<file path="config.mk">
export PLATFORM = sky130hd
export DESIGN_NAME = maze_map_writer_flat
export DESIGN_NICKNAME = d
export VERILOG_FILES = /design/src/rtl/maze_pkg.sv /design/src/rtl/maze_map_writer_if.sv /design/src/rtl/maze_row_patch.sv /design/src/rtl/maze_map_writer.sv /design/src/flat_wrapper.sv
export SDC_FILE = /design/constraint.sdc
export NUM_CORES = 1
export LEC_CHECK = 0
export CAP_MARGIN = 20
export CORE_MARGIN = 3
export CORE_UTILIZATION = 47
export DETAILED_ROUTE_END_ITERATION = 8
export PLACE_DENSITY_LB_ADDON = 0.3
export SYNTH_ARGS = -nofsm -noshare
export SYNTH_HDL_FRONTEND = slang
export SYNTH_SLANG_ARGS = --single-unit
</file>
<file path="constraint.sdc">
create_clock -name clk -period 6.15 [get_ports clk]
set_input_delay 1.23 -clock clk [delete_from_list [all_inputs] [get_ports clk]]
set_output_delay 1.23 -clock clk [all_outputs]
set_load 0.1 [all_outputs]
</file>
<file path="src/rtl/maze_pkg.sv">
// Shared constants and FSM encoding for the maze map writer and its helpers.
package maze_pkg;

  localparam int MAP_ROW_W  = 30;
  localparam int MAP_DEPTH  = 21;
  localparam int NUM_LEVELS = 3;

  // Levels are stored back-to-back in the level ROM.
  localparam int LVL0_BASE = 0 * MAP_DEPTH;
  localparam int LVL1_BASE = 1 * MAP_DEPTH;
  localparam int LVL2_BASE = 2 * MAP_DEPTH;

  typedef enum logic [4:0] {
    IDLE    = 5'b00001,
    LOAD_RD = 5'b00010,
    LOAD_WR = 5'b00100,
    EDIT_RD = 5'b01000,
    EDIT_WR = 5'b10000
  } wr_state_e;

endpackage

</file>
<file path="src/rtl/maze_map_writer_if.sv">
// Memory-side bus of the maze map writer: level ROM read port and map RAM read/write ports.
interface maze_map_writer_if
  import maze_pkg::*;
#(
  parameter int ROW_W = MAP_ROW_W,
  parameter int ADDRW = $clog2(MAP_DEPTH),
  parameter int ROMAW = $clog2(MAP_DEPTH * NUM_LEVELS)
);
  logic [ROMAW-1:0] rom_addr;
  logic [ROW_W-1:0] rom_data;
  logic [ADDRW-1:0] ram_raddr;
  logic [ROW_W-1:0] ram_rdata;
  logic             ram_we;
  logic [ADDRW-1:0] ram_waddr;
  logic [ROW_W-1:0] ram_wdata;

  modport master (
    output rom_addr,
    input  rom_data,
    output ram_raddr,
    input  ram_rdata,
    output ram_we,
    output ram_waddr,
    output ram_wdata
  );

  modport slave (
    input  rom_addr,
    output rom_data,
    input  ram_raddr,
    output ram_rdata,
    input  ram_we,
    input  ram_waddr,
    input  ram_wdata
  );
endinterface

</file>
<file path="src/rtl/maze_row_patch.sv">
// Combinational bit replace: returns row_in with bit x forced to val.
module maze_row_patch
  import maze_pkg::*;
#(
  parameter int ROW_W = MAP_ROW_W
) (
  input  logic [ROW_W-1:0]         row_in,
  input  logic [$clog2(ROW_W)-1:0] x,
  input  logic                     val,
  output logic [ROW_W-1:0]         row_out
);
  logic [ROW_W-1:0] mask;

  // Build a one-hot mask at x and set or clear that bit.
  always_comb begin
    mask    = {{(ROW_W-1){1'b0}}, 1'b1} << x;
    row_out = val ? (row_in | mask) : (row_in & ~mask);
  end
endmodule

</file>
<file path="src/rtl/maze_map_writer.sv">
// Maze map writer: copies a level from the level ROM into map RAM and applies single-cell edits.
// Optional macro MAZE_MAP_WRITER_CHECKSUM_EN adds an XOR checksum of the rows written by a load.
module maze_map_writer
  import maze_pkg::*;
#(
  parameter int ROW_W  = MAP_ROW_W,
  parameter int DEPTH  = MAP_DEPTH,
  parameter int LEVELS = NUM_LEVELS,
  parameter int ADDRW  = $clog2(DEPTH),
  parameter int ROMAW  = $clog2(DEPTH * LEVELS),
  parameter int LVLW   = $clog2(LEVELS)
) (
  input  logic                  clk,
  input  logic                  reset,
  input  logic                  load_start,
  input  logic [LVLW-1:0]       load_level,
  input  logic                  edit_valid,
  output logic                  edit_ready,
  input  logic [7:0]            edit_x,
  input  logic [7:0]            edit_y,
  input  logic                  edit_val,
  maze_map_writer_if.master     mem,
  output logic                  busy,
  output logic                  load_done,
  output logic                  err
`ifdef MAZE_MAP_WRITER_CHECKSUM_EN
  ,
  output logic [ROW_W-1:0]      checksum
`endif
);
  localparam int XW = $clog2(ROW_W);

  wr_state_e        state_r, state_nx;
  logic [ADDRW-1:0] row_r, row_nx;
  logic [ROMAW-1:0] base_r, base_nx;
  logic [XW-1:0]    ex_r, ex_nx;
  logic [ADDRW-1:0] ey_r, ey_nx;
  logic             ev_r, ev_nx;
  logic             load_done_nx, err_nx;

  logic [ROMAW-1:0] rom_addr_r;
  logic [ADDRW-1:0] ram_raddr_r;
  logic [ADDRW-1:0] ram_waddr_r;
  logic             ram_we_r, wr_load_r;
  logic             busy_r, ready_r, load_done_r, err_r;
  logic [ROW_W-1:0] patched;
  logic [ROW_W-1:0] wdata;

  maze_row_patch #(.ROW_W(ROW_W)) u_patch (
    .row_in  (mem.ram_rdata),
    .x       (ex_r),
    .val     (ev_r),
    .row_out (patched)
  );

  // Next-state and request decode; load wins over an edit in the same cycle.
  always_comb begin
    state_nx     = state_r;
    row_nx       = row_r;
    base_nx      = base_r;
    ex_nx        = ex_r;
    ey_nx        = ey_r;
    ev_nx        = ev_r;
    load_done_nx = 1'b0;
    err_nx       = 1'b0;
    case (state_r)
      IDLE: begin
        if (load_start) begin
          if (32'(load_level) < LEVELS) begin
            base_nx  = ROMAW'(load_level) * ROMAW'(DEPTH);
            row_nx   = {ADDRW{1'b0}};
            state_nx = LOAD_RD;
          end else begin
            err_nx = 1'b1;
          end
        end else if (edit_valid && ready_r) begin
          if ((32'(edit_x) >= ROW_W) || (32'(edit_y) >= DEPTH)) begin
            err_nx = 1'b1;
          end else begin
            ex_nx    = edit_x[XW-1:0];
            ey_nx    = edit_y[ADDRW-1:0];
            ev_nx    = edit_val;
            state_nx = EDIT_RD;
          end
        end else begin
          state_nx = IDLE;
        end
      end
      LOAD_RD: state_nx = LOAD_WR;
      LOAD_WR: begin
        if (row_r == ADDRW'(DEPTH - 1)) begin
          load_done_nx = 1'b1;
          state_nx     = IDLE;
        end else begin
          row_nx   = row_r + {{(ADDRW-1){1'b0}}, 1'b1};
          state_nx = LOAD_RD;
        end
      end
      EDIT_RD: state_nx = EDIT_WR;
      EDIT_WR: state_nx = IDLE;
      default: state_nx = IDLE;
    endcase
  end

  // State and registered outputs, all decoded from the state being entered.
  always_ff @(posedge clk or posedge reset) begin
    if (reset) begin
      state_r     <= IDLE;
      row_r       <= {ADDRW{1'b0}};
      base_r      <= {ROMAW{1'b0}};
      ex_r        <= {XW{1'b0}};
      ey_r        <= {ADDRW{1'b0}};
      ev_r        <= 1'b0;
      rom_addr_r  <= {ROMAW{1'b0}};
      ram_raddr_r <= {ADDRW{1'b0}};
      ram_waddr_r <= {ADDRW{1'b0}};
      ram_we_r    <= 1'b0;
      wr_load_r   <= 1'b0;
      busy_r      <= 1'b0;
      ready_r     <= 1'b0;
      load_done_r <= 1'b0;
      err_r       <= 1'b0;
    end else begin
      state_r     <= state_nx;
      row_r       <= row_nx;
      base_r      <= base_nx;
      ex_r        <= ex_nx;
      ey_r        <= ey_nx;
      ev_r        <= ev_nx;
      rom_addr_r  <= (state_nx == LOAD_RD) ? (base_nx + ROMAW'(row_nx)) : {ROMAW{1'b0}};
      ram_raddr_r <= (state_nx == EDIT_RD) ? ey_nx : {ADDRW{1'b0}};
      ram_waddr_r <= (state_nx == LOAD_WR) ? row_nx :
                     (state_nx == EDIT_WR) ? ey_nx : {ADDRW{1'b0}};
      ram_we_r    <= (state_nx == LOAD_WR) || (state_nx == EDIT_WR);
      wr_load_r   <= (state_nx == LOAD_WR);
      busy_r      <= (state_nx != IDLE);
      ready_r     <= (state_nx == IDLE);
      load_done_r <= load_done_nx;
      err_r       <= err_nx;
    end
  end

  // ROM and RAM return data a cycle after their address, so write data passes
  // straight through under a registered select.
  always_comb begin
    wdata = {ROW_W{1'b0}};
    if (ram_we_r) begin
      wdata = wr_load_r ? mem.rom_data : patched;
    end else begin
      wdata = {ROW_W{1'b0}};
    end
  end

  assign mem.rom_addr  = rom_addr_r;
  assign mem.ram_raddr = ram_raddr_r;
  assign mem.ram_we    = ram_we_r;
  assign mem.ram_waddr = ram_waddr_r;
  assign mem.ram_wdata = wdata;
  assign edit_ready    = ready_r & ~load_start;
  assign busy          = busy_r;
  assign load_done     = load_done_r;
  assign err           = err_r;

`ifdef MAZE_MAP_WRITER_CHECKSUM_EN
  logic [ROW_W-1:0] checksum_r;

  // XOR of every row written by the current load; edits leave it alone.
  always_ff @(posedge clk or posedge reset) begin
    if (reset) begin
      checksum_r <= {ROW_W{1'b0}};
    end else if ((state_r == IDLE) && (state_nx == LOAD_RD)) begin
      checksum_r <= {ROW_W{1'b0}};
    end else if (state_r == LOAD_WR) begin
      checksum_r <= checksum_r ^ mem.rom_data;
    end else begin
      checksum_r <= checksum_r;
    end
  end

  assign checksum = checksum_r;
`endif
endmodule

</file>
<file path="src/flat_wrapper.sv">
// flat-port wrapper written by rule: the top's interface ports become plain ports
module maze_map_writer_flat import maze_pkg::*;
#(
  parameter int ROW_W  = MAP_ROW_W,
  parameter int DEPTH  = MAP_DEPTH,
  parameter int LEVELS = NUM_LEVELS,
  parameter int ADDRW  = $clog2(DEPTH),
  parameter int ROMAW  = $clog2(DEPTH * LEVELS),
  parameter int LVLW   = $clog2(LEVELS)
)
  (clk, reset, load_start, load_level, edit_valid, edit_ready, edit_x, edit_y, edit_val, busy, load_done, err, mem_rom_addr, mem_rom_data, mem_ram_raddr, mem_ram_rdata, mem_ram_we, mem_ram_waddr, mem_ram_wdata);
  maze_map_writer_if #(.ROW_W(ROW_W), .ADDRW(ADDRW), .ROMAW(ROMAW)) mem_i ();
  input  logic clk;
  input  logic reset;
  input  logic load_start;
  input  logic [LVLW-1:0] load_level;
  input  logic edit_valid;
  output logic edit_ready;
  input  logic [7:0] edit_x;
  input  logic [7:0] edit_y;
  input  logic edit_val;
  output logic busy;
  output logic load_done;
  output logic err;
  output wire logic [$bits(mem_i.rom_addr)-1:0] mem_rom_addr;
  input wire logic [$bits(mem_i.rom_data)-1:0] mem_rom_data;
  output wire logic [$bits(mem_i.ram_raddr)-1:0] mem_ram_raddr;
  input wire logic [$bits(mem_i.ram_rdata)-1:0] mem_ram_rdata;
  output wire logic [$bits(mem_i.ram_we)-1:0] mem_ram_we;
  output wire logic [$bits(mem_i.ram_waddr)-1:0] mem_ram_waddr;
  output wire logic [$bits(mem_i.ram_wdata)-1:0] mem_ram_wdata;
  assign mem_rom_addr = mem_i.rom_addr;
  assign mem_i.rom_data = mem_rom_data;
  assign mem_ram_raddr = mem_i.ram_raddr;
  assign mem_i.ram_rdata = mem_ram_rdata;
  assign mem_ram_we = mem_i.ram_we;
  assign mem_ram_waddr = mem_i.ram_waddr;
  assign mem_ram_wdata = mem_i.ram_wdata;
  maze_map_writer #(.ROW_W(ROW_W), .DEPTH(DEPTH), .LEVELS(LEVELS), .ADDRW(ADDRW), .ROMAW(ROMAW), .LVLW(LVLW)) u_core (.clk(clk), .reset(reset), .load_start(load_start), .load_level(load_level), .edit_valid(edit_valid), .edit_ready(edit_ready), .edit_x(edit_x), .edit_y(edit_y), .edit_val(edit_val), .mem(mem_i), .busy(busy), .load_done(load_done), .err(err));
endmodule
</file>
==> flow_results.org <==
** Layout
- At the end of the flow the core is filled with cells to 0.7255.
- After the last flow step, the layout net total stands at 553.
- From synthesis to final layout, the design area changed by 44.85%.
- The repair_antennas step left the layout with diodes totalling 0.
- Fill count :: 496
- In the final layout, the share of cells above drive strength 1 is 0.08423.

** Logic synthesis
- The number of nets in the synthesized netlist is 431.
- After technology mapping, the gate count stands at 340.
- Number of library cell types mapped by synthesis :: 56
- Sequential area share after synthesis :: 0.3731
- After synthesis the cells add up to 3289 um^2.
- Syn Area/Cell :: 9.675 um^2
- The synthesized design contains 0 enable-type register cells.
- Seq cells post-synth :: 49
- Top-count cell post-synth :: sky130_fd_sc_hd__dfrtp_1
- Most frequent cells after synthesis :: sky130_fd_sc_hd__dfrtp_1 (48), sky130_fd_sc_hd__nor2_1 (30), sky130_fd_sc_hd__nand2b_1 (28)
- During synthesis, Yosys emitted a total of 0 warnings.
- Cell type with the largest total area after synthesis :: sky130_fd_sc_hd__dfrtp_1
- By area the synthesized netlist is led by sky130_fd_sc_hd__dfrtp_1 (37%), sky130_fd_sc_hd__mux2_2 (5.5%), sky130_fd_sc_hd__nand2b_1 (5.3%).
- Among all flip-flop cells after synthesis, the most frequent one is sky130_fd_sc_hd__dfrtp_1.
- Area share of the leading cell type in the synthesized netlist :: 0.3652
- In the synthesized netlist the async set-or-reset flop fraction comes to 1.000.

** Critical path
- In this run the critical register-to-register path is launched from u_core.state_r[4].
- The setup check on the worst reg-to-reg path leaves a slack of 2.86 ns.
- Critical path startpoint category :: input pin
- By startpoint and endpoint, the worst setup path is classified as in -> out.
- Critical Path RT :: 4.92 ns
- Data on the critical path arrives at its endpoint at 3.23 ns.
- Measured in cells, the most critical reg-to-reg path has a length of 10.
- CP endpoint kind :: primary output
- In this run the critical register-to-register path is captured at u_core.mem.rom_addr[4].
- Along the worst path, the maximum fanout reaches 1.

** Floorplan
- The region available for standard cell placement spans 6568 um^2.
- Die height :: 89.66 um
- During I/O placement, the number of pins put on the boundary was 134.
- Die extent in x :: 89.66 um
- The floorplan step defined a die boundary enclosing 8039 um^2.
- In this run the core area contains 29 standard-cell rows.
- Initial Util :: 0.5009

** Routing
- In the final routed layout, each cell accounts on average for 16.70 um.
- In the routed layout, each cell is associated on average with a via count of 5.480.
- Detailed routing inserted a total of 3,047 vias.
- In this run the remaining antenna-violating nets after routing total 0.
- After detailed routing, the number of remaining DRC violations is 0.
- DRT iter0 DRCs :: 149
- Final Routed Wirelength :: 9.284 mm
- Before antenna repair, the detailed router went through 4 iterations.

** Clocking
- CTS tree :: yes
- The tree is rooted in a sky130_fd_sc_hd__clkbuf_8.
- Clock transition at the registers of the reported paths :: 0.09 ns
- Setup fix buffers added after clock tree synthesis :: 0
- CTS hold repair buffers :: 0
- No sink is reached through more buffers than the 2 on the longest clock path.
- Total clock buffers created by CTS :: 5
- The clock reaches the later pin of the worst-skew pair after 0.30 ns.
- H-tree depth reported by CTS :: 2
- Once the clock tree was built, the resizer swapped 0 gates to a different size.
- Counting every sink on the clock net gives 49.

** STA
- Setup repair after global routing left no endpoint under its margin.
- Worst-case clock skew :: 0.008275 ns
- Once routing completed, OpenROAD measured the worst setup slack at 1.692 ns.
- Minimum clock period after layout :: 4.458 ns
- At the pin with the least slew margin, the transition time is 1.008 ns.
- Final hold violation count :: 0
- Achievable frequency :: 224.3 MHz
- In this run the tightest slew margin relative to its limit is 0.3262.
- Dividing the final minimum period by the clock period gives 0.7249.
- Setup TNS after final layout :: 0 ns
- Slew Viols, Final :: 0
- Setup violations remaining at the end of the flow were counted as 0.

** GRT
- The first global-routing pass estimated 14.39 mm of wire.
- For met2 alone, demand over resource in global routing was 0.3916.
- In the global route stage, overall resource usage came out at 0.2258.
- Number of global-route vias before repair :: 2,986
- For met1 alone, demand over resource in global routing was 0.3010.
- Antenna violations before repair :: 0
- Global routing finished with a remaining overflow of 0.
- In the global route stage, met3 resource usage came out at 0.03832.
- The global routing stage identified its most utilized layer as met2.
- Largest net degree at the start of global routing :: 52

** Placement
- The wire-length estimate of the detail-placed layout is 7.288 mm.
- In this run the tool buffered the top-level ports with 133 buffer cells.
- Prior to clock tree synthesis, the placed netlist has a worst setup slack of 1.651 ns.
- Routability-driven placement finished with a final weighted congestion of 0.8498.

** Pwr
- Leakage dissipation :: 2.198 nW
- Dividing total power by cell area gives a power density of 272.6 nW/um^2.
- Maximum ir drop on the vdd rail :: 0.2680 mV

** Worst hold path
- In this run the most critical hold path is launched from u_core.ey_r[3].
- Counting instances, the worst hold path has a depth of 1.
- The path class of the tightest hold or removal check is reg -> reg.
- For hold timing, the worst endpoint is u_core.mem.ram_waddr[3].

** Run
- Across the run, the number of max-cap violations was 0.

** Run status
- The run finished with clean final reports.
[layer usage]
| layer | up-vias | wire length, um |
|---|---|---|
| li1 | 1492 | - |
| met1 | 1442 | 3995 |
| met2 | 102 | 4561 |
| met3 | 11 | 588 |
| met4 | 0 | 138 |
| met5 | - | 0 |
[through the flow]
| step | cells | area, um^2 | hold WS (ns) | total power (W) |
|---|---|---|---|---|
| after detailed placement | 547 | 4654 | 0.4772 | 0.001116 |
| final | 556 | 4765 | 0.4884 | 0.001299 |
| after CTS | 555 | 4745 | 0.4912 | 0.001302 |
| after global routing | 556 | 4765 | 0.5011 | 0.001375 |
| after floorplan | 340 | 3289 | 0.4485 | 0.0009307 |
| after global placement | 547 | 4654 | 0.4710 | 0.001102 |
[kinds of logic (layout without fill, tap and decap cells)]
kind of cell             Yosys count  after routing  synth area share
XOR/XNOR                           3              3          0.007989
buffers and inverters             34            157           0.04488
AND/OR/NAND/NOR                  135            135            0.2438
adder cells (fa/ha/maj)            8              8           0.03271
AO/OA/AOI/OAI                     81             81            0.1963
flip-flops                        49             49            0.3731
multiplexers                      30             30            0.1012
[how the worst max path moves through the flow]
stage                        endpoint         startpoint
global route        mem_ram_wdata[27]  mem_ram_rdata[27]
finish              mem_ram_wdata[28]  mem_ram_rdata[28]
floorplan           mem_ram_wdata[27]  mem_ram_rdata[27]
global placement    mem_ram_wdata[28]  mem_ram_rdata[28]
CTS                 mem_ram_wdata[28]  mem_ram_rdata[28]
detailed placement  mem_ram_wdata[28]  mem_ram_rdata[28]
[report_power, final]
group / switching, W / internal (W)
clock: 0.000107 / 0.0000808
sequential: 0.0000424 / 0.000377
combinational: 0.000469 / 0.000223
total: 0.000618 / 0.000681
[critical path, stage by stage]
cell,delay [ns]
sky130_fd_sc_hd__clkdlybuf4s50_1,0.45
sky130_fd_sc_hd__mux2i_1,0.06
sky130_fd_sc_hd__a211oi_1,0.31
sky130_fd_sc_hd__clkdlybuf4s50_1,1.18
[layout by cell type (no fill, tap or decap), types with 2 or more instances in the layout]
cell                                n
sky130_fd_sc_hd__a21oi_1            5
sky130_fd_sc_hd__o211a_1           16
sky130_fd_sc_hd__nand2_1            7
sky130_fd_sc_hd__nand3_1           11
sky130_fd_sc_hd__xor2_1             2
sky130_fd_sc_hd__clkdlybuf4s50_1  133
sky130_fd_sc_hd__and3_1            13
sky130_fd_sc_hd__a211oi_1           5
sky130_fd_sc_hd__o21a_1             3
sky130_fd_sc_hd__a211o_1            3
sky130_fd_sc_hd__clkbuf_8           5
sky130_fd_sc_hd__nor3b_1            4
sky130_fd_sc_hd__nor4_1             2
sky130_fd_sc_hd__mux2_1            10
sky130_fd_sc_hd__and2_1             6
sky130_fd_sc_hd__nor2b_1            3
sky130_fd_sc_hd__o21ai_0           10
sky130_fd_sc_hd__mux2_2            16
sky130_fd_sc_hd__inv_1             11
sky130_fd_sc_hd__nor3_1            10
sky130_fd_sc_hd__nor2_1            30
sky130_fd_sc_hd__a41oi_1            2
sky130_fd_sc_hd__a22o_1             4
sky130_fd_sc_hd__o21ai_1            5
sky130_fd_sc_hd__nand3b_1           4
sky130_fd_sc_hd__mux2i_1            4
sky130_fd_sc_hd__nand4_1            2
sky130_fd_sc_hd__nand2b_1          28
sky130_fd_sc_hd__ha_1               7
sky130_fd_sc_hd__o311a_1           10
sky130_fd_sc_hd__and4b_1            3
sky130_fd_sc_hd__a21boi_0          11
sky130_fd_sc_hd__or2_2              3
sky130_fd_sc_hd__dfrtp_1           48
sky130_fd_sc_hd__a21o_1             3
[final cells by class]
type                       count  area [um^2]  share of cell area
clock buffer                   5        68.82             0.01444
clock inverter                 3        21.27            0.004464
inverter                      14        57.56             0.01208
multi-input combinational    257         1914              0.4018
sequential                    49         1227              0.2576
tap                           93        116.4             0.02442
timing repair buffer         135         1359              0.2852
[sequential cells by signal, summed over array words and instances (netlist names)]
register	cells
u_core.base_r	6
u_core.ex_r	5
u_core.mem.ram_raddr	5
u_core.ready_r	1
u_core.mem.ram_we	1
u_core.err	1
u_core.load_done	1
u_core.state_r	5
u_core.ev_r	1
u_core.mem.rom_addr	6
u_core.row_r	5
u_core.wr_load_r	1
u_core.ey_r	5
u_core.mem.ram_waddr	5
u_core.busy	1
Note: power is estimated with default switching activity, not from simulation.
